<file path="src/rtl/prio_pkg.sv">
// Shared types and helpers for the priority grant decoder.
// Code points, grant vector, FSM state encoding and counter sizing.
package prio_pkg;

  localparam logic [2:0] CODE_NONE = 3'd0;
  localparam logic [2:0] CODE_MAX  = 3'd4;

  typedef logic [2:0] prio_code_t;
  typedef logic [3:0] grant_t;

  typedef enum logic [1:0] {IDLE, HOLD, GAP} grant_state_t;

  function automatic grant_t code_to_grant(prio_code_t c);
    case (c)
      3'd1:    return 4'b0001;
      3'd2:    return 4'b0010;
      3'd3:    return 4'b0100;
      3'd4:    return 4'b1000;
      default: return 4'b0000;
    endcase
  endfunction

  // Down-counter must hold the larger of the two phase lengths; never narrower than 1 bit.
  function automatic int cnt_width(int h, int g);
    int m;
    m = (h > g) ? h : g;
    return ($clog2(m + 1) < 1) ? 1 : $clog2(m + 1);
  endfunction

endpackage

</file>
<file path="src/rtl/hold_timer.sv">
// Loadable down-counter with zero flag, shared by the HOLD and GAP phases.
// Latency: load takes effect on the next edge; no backpressure (free-running to zero).
module hold_timer #(
  parameter int W = 1
) (
  input  logic         clk,
  input  logic         reset,
  input  logic         load,
  input  logic [W-1:0] load_val,
  output logic         zero
);

  logic [W-1:0] cnt;

  always_ff @(posedge clk or posedge reset) begin
    if (reset) begin
      cnt <= '0;
    end else if (load) begin
      cnt <= load_val;
    end else if (cnt != '0) begin
      cnt <= cnt - W'(1);
    end
  end

  assign zero = (cnt == '0);

endmodule

</file>
<file path="src/rtl/prio_grant_decoder.sv">
// Decodes a priority code to a one-hot grant held HOLD_CYCLES, then idles GAP_CYCLES.
// Latency: grant visible the cycle after the accepting edge; ready low through HOLD and GAP.
// Optional PRIO_GRANT_CNT_EN adds a saturating count of legal transfers on grant_cnt.
module prio_grant_decoder
  import prio_pkg::*;
#(
  parameter int HOLD_CYCLES = 4,
  parameter int GAP_CYCLES  = 1
) (
  input  logic        clk,
  input  logic        reset,
  input  logic [2:0]  code,
  input  logic        valid,
  output logic        ready,
  output logic [3:0]  grant,
  output logic        busy,
  output logic        err,
  input  logic        err_clr
`ifdef PRIO_GRANT_CNT_EN
  ,
  output logic [15:0] grant_cnt
`endif
);

  localparam int             CW        = cnt_width(HOLD_CYCLES, GAP_CYCLES);
  localparam bit             HAS_GAP   = (GAP_CYCLES > 0);
  localparam logic [CW-1:0]  HOLD_LOAD = CW'(HOLD_CYCLES - 1);
  localparam logic [CW-1:0]  GAP_LOAD  = CW'(HAS_GAP ? GAP_CYCLES - 1 : 0);

  grant_state_t  state;
  logic          accept;
  logic          legal;
  logic          err_set;
  logic          tmr_load;
  logic [CW-1:0] tmr_val;
  logic          tmr_zero;

  assign ready   = (state == IDLE);
  assign accept  = valid && ready;
  assign legal   = (prio_code_t'(code) != CODE_NONE) && (prio_code_t'(code) <= CODE_MAX);
  assign err_set = accept && (prio_code_t'(code) > CODE_MAX);

  always_comb begin
    tmr_load = 1'b0;
    tmr_val  = HOLD_LOAD;
    case (state)
      IDLE: tmr_load = accept && legal;
      HOLD: begin
        if (tmr_zero && HAS_GAP) begin
          tmr_load = 1'b1;
          tmr_val  = GAP_LOAD;
        end
      end
      default: ;
    endcase
  end

  hold_timer #(.W(CW)) u_timer (
    .clk      (clk),
    .reset    (reset),
    .load     (tmr_load),
    .load_val (tmr_val),
    .zero     (tmr_zero)
  );

  always_ff @(posedge clk or posedge reset) begin
    if (reset) begin
      state <= IDLE;
      grant <= '0;
      busy  <= 1'b0;
      err   <= 1'b0;
    end else begin
      // A new illegal transfer beats a simultaneous clear.
      err <= err_set || (err && !err_clr);
      case (state)
        IDLE: begin
          if (accept && legal) begin
            state <= HOLD;
            grant <= code_to_grant(prio_code_t'(code));
            busy  <= 1'b1;
          end
        end
        HOLD: begin
          if (tmr_zero) begin
            grant <= '0;
            if (HAS_GAP) begin
              state <= GAP;
            end else begin
              state <= IDLE;
              busy  <= 1'b0;
            end
          end
        end
        GAP: begin
          if (tmr_zero) begin
            state <= IDLE;
            busy  <= 1'b0;
          end
        end
        default: begin
          state <= IDLE;
          grant <= '0;
          busy  <= 1'b0;
        end
      endcase
    end
  end

`ifdef PRIO_GRANT_CNT_EN
  always_ff @(posedge clk or posedge reset) begin
    if (reset) begin
      grant_cnt <= '0;
    end else if (accept && legal && (grant_cnt != 16'hFFFF)) begin
      grant_cnt <= grant_cnt + 16'd1;
    end
  end
`endif

endmodule

</file>
<file path="config.mk">
export PLATFORM = sky130hd
export DESIGN_NAME = prio_grant_decoder
export DESIGN_NICKNAME = d
export VERILOG_FILES = /design/src/rtl/prio_pkg.sv /design/src/rtl/hold_timer.sv /design/src/rtl/prio_grant_decoder.sv
export SDC_FILE = /design/constraint.sdc
export NUM_CORES = 1
export LEC_CHECK = 0
export ABC_CLOCK_PERIOD_IN_PS = 2300
export BUFFER_PORTS_ARGS = -buffer_cell sky130_fd_sc_hd__buf_4
export CAP_MARGIN = 5
export CORE_AREA = 2 2 39 41
export CTS_BUF_LIST = sky130_fd_sc_hd__clkbuf_8
export CTS_CLUSTER_SIZE = 40
export DETAILED_ROUTE_END_ITERATION = 8
export DIE_AREA = 0 0 41 43
export PLACE_DENSITY_LB_ADDON = 0.12
export SLEW_MARGIN = 0
export SYNTH_ARGS = -nofsm -noshare
export SYNTH_HDL_FRONTEND = slang
export SYNTH_SLANG_ARGS = --single-unit
</file>
<file path="constraint.sdc">
create_clock -name clk -period 2.3 [get_ports clk]
set_input_delay 0.46 -clock clk [delete_from_list [all_inputs] [get_ports clk]]
set_output_delay 0.46 -clock clk [all_outputs]
set_load 0.01 [all_outputs]
</file>
==> results of run 1 <==
[area by class of cell]
| class | instances | area, um^2 |
|---|---|---|
| fill | 131 | 655.6 |
| sequential | 11 | 275.3 |
| multi-input combinational | 33 | 256.5 |
| timing repair buffer | 14 | 105.1 |
| clock buffer | 3 | 41.29 |
| inverter | 7 | 26.28 |
| tap | 16 | 20.02 |
| clock inverter | 1 | 3.754 |
[power groups by stage]
stage / Clock, W / Sequential (W) / Combinational (W)
5_1_grt: 0.000201 / 0.000341 / 0.000426
3_5_place_dp: 0 / 0.000332 / 0.000381
2_1_floorplan: 0 / 0.000339 / 0.000229
4_1_cts: 0.000190 / 0.000329 / 0.000382
3_3_place_gp: 0 / 0.000331 / 0.000384
6_report: 0.000184 / 0.000328 / 0.000371
[placed cells by master, fill, tap and decap left out, drive strengths merged]
cell type | netlist | final
a31oi | 1 | 1
mux2 | 3 | 3
dfrtp | 11 | 11
buf | 1 | 14
o211ai | 2 | 2
inv | 7 | 8
and4b | 1 | 1
nand2b | 1 | 1
nor4bb | 2 | 2
or4b | 1 | 1
nor2 | 4 | 4
ha | 4 | 4
clkbuf | 1 | 3
and3 | 1 | 1
a31o | 1 | 1
o21ai | 4 | 4
or2b | 1 | 1
mux2i | 1 | 1
nand3 | 3 | 3
nand2 | 3 | 3
[worst min path at each step]
stage                           from                   end
floorplan                      reset      busy$_DFFE_PP0P_
finish                         reset  grant[1]$_DFFE_PP0P_
detailed placement  busy$_DFFE_PP0P_      busy$_DFFE_PP0P_
CTS                            reset  grant[0]$_DFFE_PP0P_
global route                   reset  grant[2]$_DFFE_PP0P_
global placement    busy$_DFFE_PP0P_      busy$_DFFE_PP0P_
[flip-flops by register name, indices dropped and copies added (netlist names)]
signal       flops
busy             1
u_timer.cnt      3
grant            4
err              1
state            2
[kinds of logic after synthesis]
group / synth area share (%)
and+or+nand+nor: 19.65
DFF: 48.03
buffers and inverters: 7.205
AOI/OAI and AO/OA: 8.734
muxes: 7.642
adders and majority gates: 8.734
[worst max-delay path, cell delays in order]
cell and delay (ps):
buf_4 120, nor2_1 130, ha_1 250, or4b_4 540, nand2_2 140, mux2_1 330
[metal layers]
layer / vias up / wire length [um]
li1: 213 / -
met1: 200 / 439
met2: 9 / 444
met3: 2 / 33
met4: 0 / 15
met5: - / 0
[stage by stage]
stage               hold slack, ps  instances  total power, W  worst slack, ps  util, %
finish                       218.8         85       0.0008832            450.0    52.62
global route                 265.8         85       0.0009686            392.7    52.62
CTS                          243.6         85       0.0009022            442.1    52.62
detailed placement           479.5         81       0.0007125            200.9    49.37
global placement             474.9         81       0.0007142            219.5    49.37
floorplan                    312.4         53       0.0005677            349.9        -
==> summary.txt, run 1 <==
Clock tree
  – Clock buffer count from CTS: 3
  – Hold buffers post-CTS: 0
  – CTS Sinks: 11
  – CTS-repair resized insts: 0
  – Post-CTS setup buffers: 0
  – Htree depth: 1
  – Worst-Skew Late Latency: ~230 ps
  – Clk pin slew, worst setup/hold paths: ~50 ps
  – CTS Buffer Depth: 2
  – CTS tree: built
  – Root Driver: clkbuf_8

Placed design
  – Final HPWL DP: approximately 730 um
  – PortBufs: 13
  – Placed Instance Area: 683.2 um^2
  – Routability Congestion: ~0.65

Floorplanning
  – Row count: 14
  – Top Ports: 14
  – Die X: just over 40 um
  – Full die area: about 1800 um^2
  – Die height: about 43 um
  – Starting Density: between 40% and 50%
  – Core Area: about 1400 um^2

GRT
  – Gr usage total: 13.66%
  – Overflow after GRT: 0
  – Number of global-route vias before repair: 393
  – Number of antenna violations at the first check in global routing: 0
  – Largest net degree at the start of global routing: 12
  – Routing usage on met3: ~1.6%
  – First-pass GRT wire length: 1642 um
  – Met2 Use GR: approximately a fifth
  – Most Crowded Layer GR: met1
  – GR Layer Usage met1: about a fifth

Route
  – Total Wirelength: between 900 and 1000 um
  – DRT iter0 DRCs: 9
  – DR pass1 iterations: 4
  – ANT nets after route: 0
  – Via/cell ratio: around 5.0
  – DR WL/cell: around 11 um
  – # DRC: 0
  – Routed vias: ~420

Worst setup path
  – Reg2reg end: grant[0]$_DFFE_PP0P_
  – Crit. End Element: flop
  – Worst setup path endpoint: grant[0]$_DFFE_PP0P_
  – Critical path fanouts, max: 7
  – Required @ worst endpoint: approximately 2400 ps
  – Startpoint types: input port
  – Reg2reg path depth: 6
  – Critical Path Source: code[1]
  – R2r setup slk: 620 ps
  – WS Path Type: in -> reg
  – Worst path arrival time: 1960 ps
  – RR Startpoint: u_timer.cnt[0]$_DFFE_PP0P_

Pwr
  – Register share of total power: between 30% and 40%
  – Maximum vdd drop: 0.0004360 V
  – NetSw: ~0.0003 W
  – Clock Power Share: a little over a fifth
  – Pint: between 0.0005 and 0.0006 W
  – PwrDens: between 1000 and 1500 nW/um^2
  – P_leak: 0.3859 nW
  – Comb power frac: 42.0%
  – Sw frac: between 30 and 40%

STA
  – Max frequency: around 0.54 GHz
  – Setup-failing EPs final: 0
  – Unrepaired setup endpoints after global routing: false
  – Least-Margin Pin Slew: 411.7 ps
  – Post-route minimum period: between 1500 and 2000 ps
  – Worst Clk Skew: 0.6889 ps
  – Tcrit/Tclk final: 80.44%
  – Max transition margin: a little over 70%
  – Setup TNS: 0 ps
  – Pins Over Slew Limit: 0
  – Final Hold Viols: 0

Synth
  – Ys async rst share: 100.0%
  – Sequential fraction of the synthesis area: between 40% and 50%
  – Mean Syn Cell Area: approximately 11 um^2
  – Synth Flop Type: dfrtp_1
  – Net Count, Synth: between 60 and 70
  – Synth warnings: 0
  – Post-Syn Area: 573.1 um^2
  – EDFF count, synth: 0
  – Yosys top cell by area: dfrtp_1
  – Top cells by area, synth: dfrtp_1 (48%), ha_1 (8.7%), mux2_1 (5.9%), inv_1 (4.6%), nor4bb_1 (3.5%)
  – Post-synth top area share: approximately half
  – Most frequent cell after synthesis: dfrtp_1
  – Yosys reg bits: 11
  – Cell variety after synth: 21
  – Most frequent cells after synthesis: dfrtp_1 (11), inv_1 (7), ha_1 (4), nor2_1 (4), o21ai_0 (4)
  – Post-Synthesis Cells: 53

Run status
  – Status: completed

Layout
  – Final instance area: around 730 um^2
  – Area Overhead vs Synth: 27.07%
  – Number of diodes: 0
  – Final net count: between 80 and 90
  – Fraction of layout cells with a size suffix above 1: 28.99%

Job
  – Number of max-cap violations: 0

Min path
  – Min-delay worst type: in -> async
Note: power is estimated with default switching activity, not from simulation.
==> run 2: changes to the inputs <==
--- a/config.mk
+++ b/config.mk
@@ -5,7 +5,8 @@
 export SDC_FILE = /design/constraint.sdc
 export NUM_CORES = 1
 export LEC_CHECK = 0
-export ABC_CLOCK_PERIOD_IN_PS = 2300
+export ABC_AREA = 1
+export ABC_CLOCK_PERIOD_IN_PS = 1950
 export BUFFER_PORTS_ARGS = -buffer_cell sky130_fd_sc_hd__buf_4
 export CAP_MARGIN = 5
 export CORE_AREA = 2 2 39 41
==> constraint.sdc (replaced) <==
create_clock -name clk -period 1.95 [get_ports clk]
set_input_delay 0.39 -clock clk [delete_from_list [all_inputs] [get_ports clk]]
set_output_delay 0.39 -clock clk [all_outputs]
set_load 0.01 [all_outputs]
==> run 2 against run 1 <==
Net effect: via count up 22%; clock skew up 2.6 ps; setup slack worse by 34 ps; highest routed layer unchanged; sequential share of layout area down 2.3 points; non-clock buffer count down 1; critical path type is now reg -> reg; largest cell class is now multi-input gates; synthesized area up 6.8%; utilization up 3.3 points; count of clock-buffer cells in the layout unchanged; largest power group unchanged; global-route usage up 3.0 points; final cell count up 27%; register-to-register slack worse by 200 ps; first-iteration DRC count up 130%.
==> summary.txt, run 2 <==
Synth
  – Main combinational cell family by area after synthesis: simple AND/OR/NAND/NOR gates
  – Post-Synth Simple-Gate Area: 30.88% (+11 points)
  – Yosys top cell by area: dfrtp_1
  – Mean Syn Cell Area: 8.158 um^2 (-25%)
  – Synth Area in Compound Gates: 6.135% (-2.6 points)
  – Cell variety after synth: 17 (-19%)
  – Top cells by area, synth: dfrtp_1 (45%), nand2_1 (9.8%), inv_1 (9.2%), ha_1 (8.2%), nand3_1 (7.4%)
  – Most frequent cell after synthesis: nand2_1
  – Sequential fraction of the synthesis area: 44.99% (-3.0 points)
  – Most frequent cells after synthesis: nand2_1 (16), inv_1 (15), dfrtp_1 (11), nand3_1 (9), nor2_1 (7)
  – Post-synth top area share: 44.99% (-3.0 points)
  – Synth Flop Type: dfrtp_1
  – Synth Area in XOR/XNOR: 0% (unchanged)
  – EDFF count, synth: 0 (unchanged)
  – Yosys reg bits: 11 (unchanged)
  – Net Count, Synth: 86 (+34%)
  – Post-synthesis adder-cell area fraction: 8.180% (-0.55 points)
  – Post-Syn Area: 611.8 um^2 (+6.8%)
  – Mux cell area share after synthesis: 0% (-7.6 points)
  – Synth warnings: 0 (unchanged)
  – Post-Synthesis Cells: 75 (+42%)
  – Ys async rst share: 100.0% (unchanged)

Clock tree
  – Htree depth: 1 (unchanged)
  – CTS Sinks: 11 (unchanged)
  – Post-CTS setup buffers: 0 (unchanged)
  – Hold buffers post-CTS: 0 (unchanged)
  – Clk pin slew, worst setup/hold paths: 50 ps (about the same)
  – Root Driver: clkbuf_8
  – CTS Buffer Depth: 2 (unchanged)
  – CTS-repair resized insts: 0 (unchanged)
  – CTS tree: built
  – Worst-Skew Late Latency: 230 ps (about the same)
  – Clock buffer count from CTS: 3 (unchanged)

Placed design
  – PortBufs: 13 (unchanged)
  – Routability Congestion: 0.7736 (+20%)
  – Final HPWL DP: 920.2 um (+26%)
  – Placed Instance Area: 729.5 um^2 (+6.8%)

Route
  – Routed met2 length: 562 um (+27%)
  – Routed met3 length: 36 um (+9.1%)
  – Top layer in use: met4
  – DR pass1 iterations: 4 (unchanged)
  – ANT nets after route: 0 (unchanged)
  – Total Wirelength: 1156 um (+24%)
  – Routed vias: 519 (+22%)
  – Wire length on met1: 535 um (+22%)
  – Via/cell ratio: 4.806 (-3.7%)
  – DRT iter0 DRCs: 21 (+12)
  – # DRC: 0 (unchanged)
  – DR WL/cell: 10.70 um (-2.4%)

Floorplanning
  – Row count: 14 (unchanged)
  – Top Ports: 14 (unchanged)
  – Starting Density: 44.21% (+2.8 points)
  – Core Area: 1384 um^2 (unchanged)
  – Full die area: 1763 um^2 (unchanged)
  – Die height: 43 um (unchanged)
  – Die X: 41 um (unchanged)

STA
  – Pins Over Slew Limit: 0 (unchanged)
  – Least-Margin Pin Slew: 435.1 ps (+23.36 ps)
  – Tcrit/Tclk final: between 70% and 80%
  – Max transition margin: 70.96% (-1.6 points)
  – Worst Clk Skew: 3.239 ps (+2.551 ps)
  – Unrepaired setup endpoints after global routing: false
  – Post-route minimum period: 1534 ps
  – Max frequency: roughly 0.65 GHz
  – Final Hold Viols: 0 (unchanged)
  – Setup-failing EPs final: 0 (unchanged)
  – Setup TNS: 0 ps (unchanged)

Worst setup path
  – R2r setup slk: 420 ps (-200 ps)
  – Reg2reg end: grant[0]$_DFFE_PP0P_
  – Slowest cell on the critical path: dfrtp_1
  – WS Path Type: reg -> reg
  – Crit. End Element: flop
  – CP cell instances: inv_1, ha_1, ha_1, inv_1, nand3_2, nand3_1, nand2_1, nand2_1
  – Required @ worst endpoint: 2060 ps (-350 ps)
  – Critical path fanouts, max: 6 (-1)
  – Startpoint types: flop
  – Worst path arrival time: 1650 ps (-310 ps)
  – Critical Path Source: u_timer.cnt[0]$_DFFE_PP0P_
  – RR Startpoint: u_timer.cnt[0]$_DFFE_PP0P_
  – Reg2reg path depth: 8 (+2)
  – Max incr delay on CP: 370 ps (-170 ps)

GRT
  – Overflow after GRT: 0 (unchanged)
  – First-pass GRT wire length: 1911 um (+16%)
  – Gr usage total: 16.67% (+3.0 points)
  – Number of antenna violations at the first check in global routing: 0 (unchanged)
  – Number of global-route vias before repair: 473 (+20%)
  – Largest net degree at the start of global routing: 12 (unchanged)

Layout
  – Top reg by flops: grant
  – Storage element area: 275.3 um^2 (unchanged)
  – Area Overhead vs Synth: 26.58%
  – Area of the multi-input gates: 276.5 um^2 (+7.8%)
  – Max FFs per register: 4 (unchanged)
  – Final net count: 104 (+28%)
  – Commonest cells after routing, fill and taps aside: inv_1 (16), nand2_1 (16), buf_4 (13)
  – Fraction of layout cells with a size suffix above 1: 23.91% (-5.1 points)
  – Number of diodes: 0 (unchanged)
  – Final instance area: 774.5 um^2 (+6.4%)
  – Filler Cells Inserted: 130 (-0.76%)
  – Core Util, Final: 55.97% (+3.3 points)
  – Regs by FF count: grant: 4 flops, u_timer.cnt: 3 flops, state: 2 flops

Pwr
  – P_leak: 0.4376 nW (+13%)
  – Maximum vdd drop: 0.0007356 V (+69%)
  – PwrDens: 1466 nW/um^2 (+21%)
  – Total power: 0.001135 W (+29%)

Run status
  – Status: completed

Min path
  – Min-delay worst type: in -> async

Job
  – Number of max-cap violations: 0 (unchanged)
## run 2: cell count changes after synthesis, sizes merged, moves of 2 or more
cell    delta
nand3      +8
nor2       +4
mux2       -3
nand2     +14
nor4bb     -2
inv        +9
## run 2: where the power goes
group,internal [W],switching [W],leakage [nW]
clock,0.000138,0.0000808,0.0269
sequential,0.000322,0.0000645,0.141
combinational,0.000224,0.000306,0.270
total,0.000683,0.000452,0.438
## run 2: layout make-up
cell class | count | area share, %
Timing Repair Buffer | 13 | 12.60
Tap cell | 16 | 2.585
Sequential cell | 11 | 35.54
Multi-Input combinational cell | 48 | 35.70
Clock inverter | 1 | 0.4847
Clock buffer | 3 | 5.331
Inverter | 16 | 7.754
## run 2: stage by stage
| step | hold slack (ps) | cells | setup slack [ps] |
|---|---|---|---|
| 6_report | 155.8 | 108 | 416.3 |
| 3_3_place_gp | 413.7 | 104 | 458.6 |
| 2_1_floorplan | 242.4 | 75 | 623.9 |
| 5_1_grt | 194.0 | 108 | 317.2 |
| 4_1_cts | 171.1 | 108 | 435.6 |
| 3_5_place_dp | 424.2 | 104 | 433.2 |
## run 2: worst max-delay path by stage
stage                                      end  slack [ps]  cells past startpoint
final                     grant[0]$_DFFE_PP0P_         420                      8
after floorplan           grant[0]$_DFFE_PP0P_         620                      8
after global placement    grant[3]$_DFFE_PP0P_         460                      7
after CTS                 grant[0]$_DFFE_PP0P_         440                      8
after detailed placement  grant[0]$_DFFE_PP0P_         430                      8
after global routing      grant[0]$_DFFE_PP0P_         320                      8
## run 2: kinds of logic after synthesis
| logic type | Yosys count |
|---|---|
| fa+ha+maj | 4 |
| simple gates | 38 |
| flops | 11 |
| buf+inv | 16 |
| compound gates | 6 |
## run 2: routing by layer
layer | track usage (%) | up-vias
li1 | - | 268
met1 | 20.07 | 232
met2 | 24.06 | 17
met3 | 4.712 | 2
met4 | 12.00 | 0
met5 | 0 | -
## run 2: critical path, delay by kind of cell (launching register included)
kind,cells,cell delay [ps]
flops,1,370
fa+ha+maj,2,410
buf+inv,2,200
simple gates,4,440
==> run 3: changes to the inputs <==
--- a/config.mk
+++ b/config.mk
@@ -6,7 +6,7 @@
 export NUM_CORES = 1
 export LEC_CHECK = 0
 export ABC_AREA = 1
-export ABC_CLOCK_PERIOD_IN_PS = 1950
+export ABC_CLOCK_PERIOD_IN_PS = 1600
 export BUFFER_PORTS_ARGS = -buffer_cell sky130_fd_sc_hd__buf_4
 export CAP_MARGIN = 5
 export CORE_AREA = 2 2 39 41
==> constraint.sdc (replaced) <==
create_clock -name clk -period 1.6 [get_ports clk]
set_input_delay 0.32 -clock clk [delete_from_list [all_inputs] [get_ports clk]]
set_output_delay 0.32 -clock clk [all_outputs]
set_load 0.01 [all_outputs]
==> run 3 against run 2 <==
Net effect: global-route usage shrank 0.98 points; utilization grew 0.54 points; sequential share of layout area shrank 0.34 points; setup slack lost 230 ps; critical path type unchanged; worst hold slack lost 72 ps; register-to-register slack lost 230 ps; count of clock-buffer cells in the layout is the same; fmax grew 8.3%; sequential power grew 20%; highest routed layer unchanged; final area grew 0.97%; clock skew shrank 1.3 ps.
==> summary.txt, run 3 (synthesized netlist as in run 2, its figures left out) <==
Worst setup path
  – Critical path fanouts, max: 6 (unchanged)
  – WS Path Type: reg -> reg
  – Required @ worst endpoint: 1720 ps (-340 ps)
  – Worst path arrival time: 1540 ps (-110 ps)
  – Crit. End Element: flop
  – Startpoint types: flop

Floorplanning
  – Starting Density: 44.21% (unchanged)
  – Core Area: 1384 um^2 (unchanged)
  – Full die area: 1763 um^2 (unchanged)
  – Top Ports: 14 (unchanged)
  – Row count: 14 (unchanged)
  – Die X: 41 um (unchanged)
  – Die height: 43 um (unchanged)

STA
  – Max transition margin: 71.91% (+0.95 points)
  – Setup-failing EPs final: 0 (unchanged)
  – Worst Clk Skew: 1.919 ps (-1.320 ps)
  – Post-route minimum period: 1416 ps (-117.5 ps)
  – Unrepaired setup endpoints after global routing: false
  – Setup TNS: 0 ps (unchanged)
  – Least-Margin Pin Slew: 420.9 ps (-14.16 ps)
  – Max frequency: 0.7061 GHz (+8.3%)
  – Pins Over Slew Limit: 0 (unchanged)
  – Final Hold Slack: 83.45 ps (-72.38 ps)
  – Final Hold Viols: 0 (unchanged)
  – Tcrit/Tclk final: 88.52% (+9.9 points)

Route
  – ANT nets after route: 0 (unchanged)
  – DRT iter0 DRCs: 4 (-81%)
  – Total Wirelength: 1034 um (-11%)
  – # DRC: 0 (unchanged)
  – DR WL/cell: 9.574 um (-11%)
  – Routed vias: 511 (-1.5%)
  – Via/cell ratio: 4.731 (-1.5%)
  – DR pass1 iterations: 4 (unchanged)

Layout
  – Fraction of layout cells with a size suffix above 1: 26.09% (+2.2 points)
  – Area Overhead vs Synth: 27.81%
  – Final net count: 104 (unchanged)
  – Regs by FF count: grant: 4 flops, u_timer.cnt: 3 flops, state: 2 flops
  – Top reg by flops: grant
  – Max FFs per register: 4 (unchanged)
  – Final instance area: 782.0 um^2 (+0.97%)
  – Commonest cells after routing, fill and taps aside: inv_1 (16), nand2_1 (16), buf_4 (13)
  – Number of diodes: 0 (unchanged)

Clock tree
  – Htree depth: 1 (unchanged)
  – Hold buffers post-CTS: 0 (unchanged)
  – Clock buffer count from CTS: 3 (unchanged)
  – CTS Buffer Depth: 2 (unchanged)
  – CTS tree: built
  – CTS Sinks: 11 (unchanged)
  – Post-CTS setup buffers: 0 (unchanged)
  – Clk pin slew, worst setup/hold paths: 50 ps (about the same)
  – Root Driver: clkbuf_8
  – Worst-Skew Late Latency: 230 ps (about the same)
  – CTS-repair resized insts: 0 (unchanged)

Pwr
  – P_leak: 0.4390 nW (+0.31%)
  – Maximum vdd drop: 0.0008092 V (+10%)
  – Clock Power Share: 19.2% (about the same)
  – NetSw: 0.0005395 W (+19%)
  – Comb power frac: 47.1% (+0.4 points)
  – Sw frac: 39.09% (-0.70 points)
  – Pint: 0.0008406 W (+23%)
  – Register share of total power: 33.7% (-0.3 points)
  – PwrDens: 1765 nW/um^2 (+20%)

Placed design
  – Final HPWL DP: 854.5 um (-7.1%)
  – Placed Instance Area: 729.5 um^2 (unchanged)
  – Routability Congestion: 0.7258 (-6.2%)
  – PortBufs: 13 (unchanged)

GRT
  – First-pass GRT wire length: 1863 um (-2.5%)
  – Overflow after GRT: 0 (unchanged)
  – Largest net degree at the start of global routing: 12 (unchanged)
  – Number of antenna violations at the first check in global routing: 0 (unchanged)
  – Gr usage total: 15.68% (-0.98 points)
  – Number of global-route vias before repair: 467 (-1.3%)

Min path
  – Min-delay worst type: in -> async

Run status
  – Status: completed

Job
  – Number of max-cap violations: 0 (unchanged)
## run 3: cell count changes in the layout (fill, tap and decap cells not counted)
cell / previous run / this run
nand3_2: 1 / 2
ha_2: 0 / 1
nand3_1: 9 / 8
ha_1: 4 / 3
## run 3: path summary, 6_finish.rpt
| path | cells past startpoint | slack [ps] | endpoint | start |
|---|---|---|---|---|
| max in group asynchronous | 2 | 1220 | u_timer.cnt[0]$_DFFE_PP0P_ | reset |
| hold / removal | 2 | 80 | u_timer.cnt[1]$_DFFE_PP0P_ | reset |
| min in group clk | 2 | 260 | err$_DFF_PP0_ | err_clr |
| hold reg to reg | 2 | 480 | busy$_DFFE_PP0P_ | busy$_DFFE_PP0P_ |
| setup / recovery | 8 | 180 | grant[3]$_DFFE_PP0P_ | u_timer.cnt[0]$_DFFE_PP0P_ |
| setup reg to reg | 8 | 180 | grant[3]$_DFFE_PP0P_ | u_timer.cnt[0]$_DFFE_PP0P_ |
## run 3: final cells by class
type	instances	area [um^2]
Multi-Input combinational cell	48	284.0
Timing Repair Buffer	13	97.59
Inverter	16	60.06
Fill cell	136	601.8
Sequential cell	11	275.3
Clock inverter	1	3.754
Tap cell	16	20.02
Clock buffer	3	41.29
## run 3: worst max-delay path: stages, from the launching register on
cell	delay (ps)
dfrtp_1	350
inv_1	90
ha_1	160
ha_2	220
inv_1	90
nand3_2	140
nand3_2	120
nand2_1	80
nand2_1	50
## run 3: per-layer routing
layer  global-route usage (%)  part of all wire [%]  up-vias
li1                         -                     -      269
met1                    23.57                    47      229
met2                    19.69                    46       11
met3                    4.712                   4.5        2
met4                    8.000                   1.7        0
met5                        0                     0        -
## run 3: through the flow
step	total power, W	setup slack, ps	util [%]	std cells
floorplan	0.0009088	273.9	-	75
global placement	0.001102	115.6	52.71	104
detailed placement	0.001115	70.32	52.71	104
CTS	0.001384	57.73	55.97	108
global route	0.001517	23.18	56.51	108
finish	0.001380	183.7	56.51	108
## run 3: power by group through the flow
stage | sequential (W) | combinational (W) | clock, W
3_5_place_dp | 0.000470 | 0.000645 | 0
4_1_cts | 0.000466 | 0.000649 | 0.000269
3_3_place_gp | 0.000470 | 0.000632 | 0
2_1_floorplan | 0.000483 | 0.000425 | 0
5_1_grt | 0.000485 | 0.000745 | 0.000287
6_report | 0.000465 | 0.000650 | 0.000265
